[src/rtl/demux_1xn_stripe.sv]
// ============================================================================
// Module   : demux_1xn_stripe
// Summary  : 1-to-LANES demux with registered lanes and per-lane valid/ready.
//            Defining DEMUX_PARITY_EN adds the registered out_parity port.
// Revision : 1.0
// ============================================================================
`default_nettype none

module demux_1xn_stripe #(
    parameter int BW    = 8,
    parameter int LANES = 2,
    parameter int SELW  = $clog2(LANES)
) (
    input  logic                  clk,
    input  logic                  reset_L,
    input  logic [BW-1:0]         data_in,
    input  logic                  valid_in,
    output logic                  ready_in,
    input  logic                  mode,
    input  logic [SELW-1:0]       sel,
    output logic [LANES*BW-1:0]   data_out,
    output logic [LANES-1:0]      valid_out,
    input  logic [LANES-1:0]      ready_out,
    output logic [SELW-1:0]       lane_ptr,
    output logic                  err_out
`ifdef DEMUX_PARITY_EN
    ,
    output logic [LANES-1:0]      out_parity
`endif
);

    localparam logic [SELW-1:0] C_LAST_LANE = SELW'(LANES - 1);

    logic [LANES-1:0][BW-1:0] data_q,  data_d;
    logic [LANES-1:0]         valid_q, valid_d;
    logic [SELW-1:0]          ptr_q,   ptr_d;
    logic                     err_q,   err_d;
`ifdef DEMUX_PARITY_EN
    logic [LANES-1:0]         par_q,   par_d;
`endif

    logic [SELW-1:0]  w_tgt;
    logic             w_tgt_ok;
    logic [LANES-1:0] w_free;
    logic [LANES-1:0] w_load;
    logic             w_ready;
    logic             w_accept;

    assign w_tgt    = mode ? sel : ptr_q;
    assign w_tgt_ok = ({{(32-SELW){1'b0}}, w_tgt} < 32'(LANES));
    assign w_free   = ~valid_q | ready_out;

    // A word aimed at a nonexistent lane is always accepted so it can be dropped.
    always_comb begin
        w_ready = 1'b1;
        for (int i = 0; i < LANES; i++) begin
            if (w_tgt == SELW'(i)) begin
                w_ready = w_free[i];
            end
        end
    end

    assign w_accept = valid_in & w_ready;

    always_comb begin
        w_load = '0;
        for (int i = 0; i < LANES; i++) begin
            w_load[i] = w_accept & w_tgt_ok & (w_tgt == SELW'(i));
        end
    end

    always_comb begin
        data_d  = data_q;
        valid_d = valid_q;
        ptr_d   = ptr_q;
        err_d   = err_q;
`ifdef DEMUX_PARITY_EN
        par_d   = par_q;
`endif
        for (int i = 0; i < LANES; i++) begin
            if (w_load[i]) begin
                data_d[i]  = data_in;
                valid_d[i] = 1'b1;
`ifdef DEMUX_PARITY_EN
                par_d[i]   = ^data_in;
`endif
            end else if (ready_out[i]) begin
                valid_d[i] = 1'b0;
            end
        end
        if (w_accept && !mode) begin
            ptr_d = (ptr_q == C_LAST_LANE) ? '0 : ptr_q + SELW'(1);
        end
        if (w_accept && !w_tgt_ok) begin
            err_d = 1'b1;
        end
    end

    always_ff @(posedge clk or negedge reset_L) begin
        if (!reset_L) begin
            data_q  <= '0;
            valid_q <= '0;
            ptr_q   <= '0;
            err_q   <= 1'b0;
`ifdef DEMUX_PARITY_EN
            par_q   <= '0;
`endif
        end else begin
            data_q  <= data_d;
            valid_q <= valid_d;
            ptr_q   <= ptr_d;
            err_q   <= err_d;
`ifdef DEMUX_PARITY_EN
            par_q   <= par_d;
`endif
        end
    end

    assign ready_in  = w_ready;
    assign data_out  = data_q;
    assign valid_out = valid_q;
    assign lane_ptr  = ptr_q;
    assign err_out   = err_q;
`ifdef DEMUX_PARITY_EN
    assign out_parity = par_q;
`endif

endmodule

`default_nettype wire
[config.mk]
export PLATFORM = sky130hd
export DESIGN_NAME = demux_1xn_stripe
export DESIGN_NICKNAME = d
export VERILOG_FILES = /design/src/rtl/demux_1xn_stripe.sv
export SDC_FILE = /design/constraint.sdc
export NUM_CORES = 1
export LEC_CHECK = 0
export ABC_CLOCK_PERIOD_IN_PS = 2050
export CORE_MARGIN = 2
export CORE_UTILIZATION = 42
export DETAILED_ROUTE_END_ITERATION = 8
export PLACE_DENSITY_LB_ADDON = 0.15
export RECOVER_POWER = 100
export SYNTH_ARGS = -nofsm -noshare
export SYNTH_HDL_FRONTEND = slang
export SYNTH_SLANG_ARGS = --single-unit
[constraint.sdc]
create_clock -name clk -period 2.05 [get_ports clk]
set_input_delay 0.205 -clock clk [delete_from_list [all_inputs] [get_ports clk]]
set_output_delay 0.205 -clock clk [all_outputs]
set_load 0.01 [all_outputs]
==> results.sh <==
export IMPL_crit_chain="clkdlybuf4s50_1 -> mux2i_2 -> mux2_2 -> clkdlybuf4s50_1"
export IMPL_fp_dieArea_mm2=0.002187
export IMPL_final_nets=102
export IMPL_start_util_pct=44.49
export IMPL_synth_cell_types=12
export IMPL_dp_cells=107
export IMPL_fin_crit_sh_pct=96.46
export IMPL_crit_type="primary input to output port"
export IMPL_synthCells=48
export IMPL_viasPerCell=4.829
export IMPL_grt_pass1_vias=458
export IMPL_final_common_cell="dlygate4sd3_1"
export IMPL_vias=536
export IMPL_pre_cts_ws_ps=61.56
export IMPL_cts_sinks=19
export IMPL_relSlewSlack_pct=44.22
export IMPL_syn_to_final_growth_pct=48.53
export IMPL_clock_path_buffers=2
export IMPL_io_pin_count=36
export IMPL_fmax_mhz=505.7
export IMPL_root_buffer="clkbuf_4"
export IMPL_drt_initial_drc_count=5
export IMPL_vdd_ir_drop_max_mv=0.5769
export IMPL_syn_area_um2=768.2
export IMPL_cp_arrival_ps=1770
export IMPL_min_path_type="primary input to async pin"
export IMPL_h_tree_depth=1
export IMPL_outcome="completed"
export IMPL_p_leak_nw=0.4853
export IMPL_cap_violations=0
export IMPL_finalPower_mw=1.242
export IMPL_diodes=0
export IMPL_synth_seq_cells=19
export IMPL_required_ps=1850
export IMPL_cp_end_kind="output port"
export IMPL_die_width_um=46.77
export IMPL_io_buffers=34
export IMPL_ys_seq_area_share_pct=61.89
export IMPL_cts_resized=0
export IMPL_min_period_ps=1977
export IMPL_powerDensity_mw_per_mm2=1088
export IMPL_syn_nets=63
export IMPL_hold_violations=0
export IMPL_routedWlPerCell_um=13.50
export IMPL_final_cell_mix="dlygate4sd3_1, dfrtp_1, mux2_2, clkdlybuf4s50_1, clkbuf_4"
export IMPL_slew_viol_final=0
export IMPL_cp_start_kind="primary input"
export IMPL_setup_viol=0
export IMPL_cts_hold_buf=0
export IMPL_skew_ps=1.335
export IMPL_cts_tree="done"
export IMPL_rows=15
export IMPL_grt_ovfl_total=0
export IMPL_post_dp_hpwl_um=1162
export IMPL_rsz0062_at_grt="false"
export IMPL_gp_congestion=0.7377
export IMPL_path_common_cell="clkdlybuf4s50_1"
export IMPL_clk_latency_ps=290
export IMPL_drt_wl_total_um=1498
export IMPL_slowest_stage="clkdlybuf4s50_1"
export IMPL_first_pass_iters=4
export IMPL_cts_setup_buffers=0
export IMPL_layout_drive_gt1_share_pct=25.58
export IMPL_grt_pass1_wl_um=2097
export IMPL_grtUsageTotal_pct=13.79
export IMPL_fin_setup_tns_ps=0
export IMPL_worstPathMaxFanout=2
export IMPL_core_area_mm2=0.001727
export IMPL_yosys_warnings=0
export IMPL_numCtsBuffers=3
export IMPL_grt_antenna_before_repair=0
export IMPL_fin_cells=111
export IMPL_fin_ws_ps=72.67
export IMPL_die_h_um=46.77
export IMPL_ant_nets=0
export IMPL_avgSynthCellArea_um2=16.00
export IMPL_grt_max_degree=20
export IMPL_tightest_slew_ps=833.9
export IMPL_drc=0
export IMPL_clk_pin_slew_ps=100
export IMPL_critPathMaxStageDelay_ps=500
==> metal layers <==
layer / up-vias / global-route usage (%) / routed length, um
met3: 2 / 3.846 / 106
met2: 21 / 24.38 / 782
met4: 0 / 5.000 / 15
met1: 266 / 15.92 / 593
li1: 247 / - / -
met5: - / 0 / 0
==> final timing paths <==
kind | startpoint | to | cells after the start | slack, ps
max | mode | ready_in | 4 | 70
min | reset_L | data_out[2] | 1 | 450
max reg2reg | lane_ptr | data_out[15] | 4 | 390
min reg2reg | data_out[5] | data_out[5] | 1 | 510
max in group asynchronous | reset_L | data_out[13] | 1 | 1090
min in group clk | data_out[5] | data_out[5] | 1 | 510
==> synth_stat cells (all sizes together) <==
master   n  area share (%)
a31oi    1            0.81
dfrtp   19              62
nand3b   1             2.6
a41oi    1             1.1
inv      1            0.49
nand3    1             2.3
buf      1            0.98
mux2i    1             1.8
mux2    17              25
conb     1            0.49
nand2    2            0.98
nand2b   2             1.6
==> critical path, delay by kind of cell <==
| family | cells | cell delay, ps |
|---|---|---|
| buf+inv | 2 | 970 |
| mux | 2 | 590 |
==> through the flow <==
step / hold slack, ps / cell area [um2] / utilization (%)
2_1_floorplan: -90.59 / 768.2 / -
3_3_place_gp: 488.4 / 1140 / 66.01
3_5_place_dp: 492.1 / 1140 / 66.01
4_1_cts: 405.6 / 1166 / 67.54
5_1_grt: 508.8 / 1141 / 66.09
6_report: 450.9 / 1141 / 66.09
==> registers in the layout, summed over array words and instances, names as in the netlist <==
name / cells
data_out: 16
valid_out: 2
lane_ptr: 1
==> final cells by class <==
class                   instances  area [um2]
well taps                      25       31.28
inverters                       1       3.754
clock buffers                   4       26.28
flip-flops and latches         19       475.5
repair buffers                 35       347.8
fillers                       149       585.6
multi-input cells              27       256.5
==> power breakdown <==
group	switching (mW)	internal, mW	total [mW]
registers	0.0614	0.501	0.563
clock network	0.108	0.0756	0.184
logic	0.189	0.306	0.495
==> cell families after synthesis <==
kind of cell / Yosys count / synth area share [%]
flip-flops: 19 / 61.89
multiplexers: 18 / 26.71
AND/OR/NAND/NOR: 6 / 7.492
AO/OA/AOI/OAI: 2 / 1.955
other: 1 / 0.4881
buffers and inverters: 2 / 1.466
(Power assumes the default switching activity.)
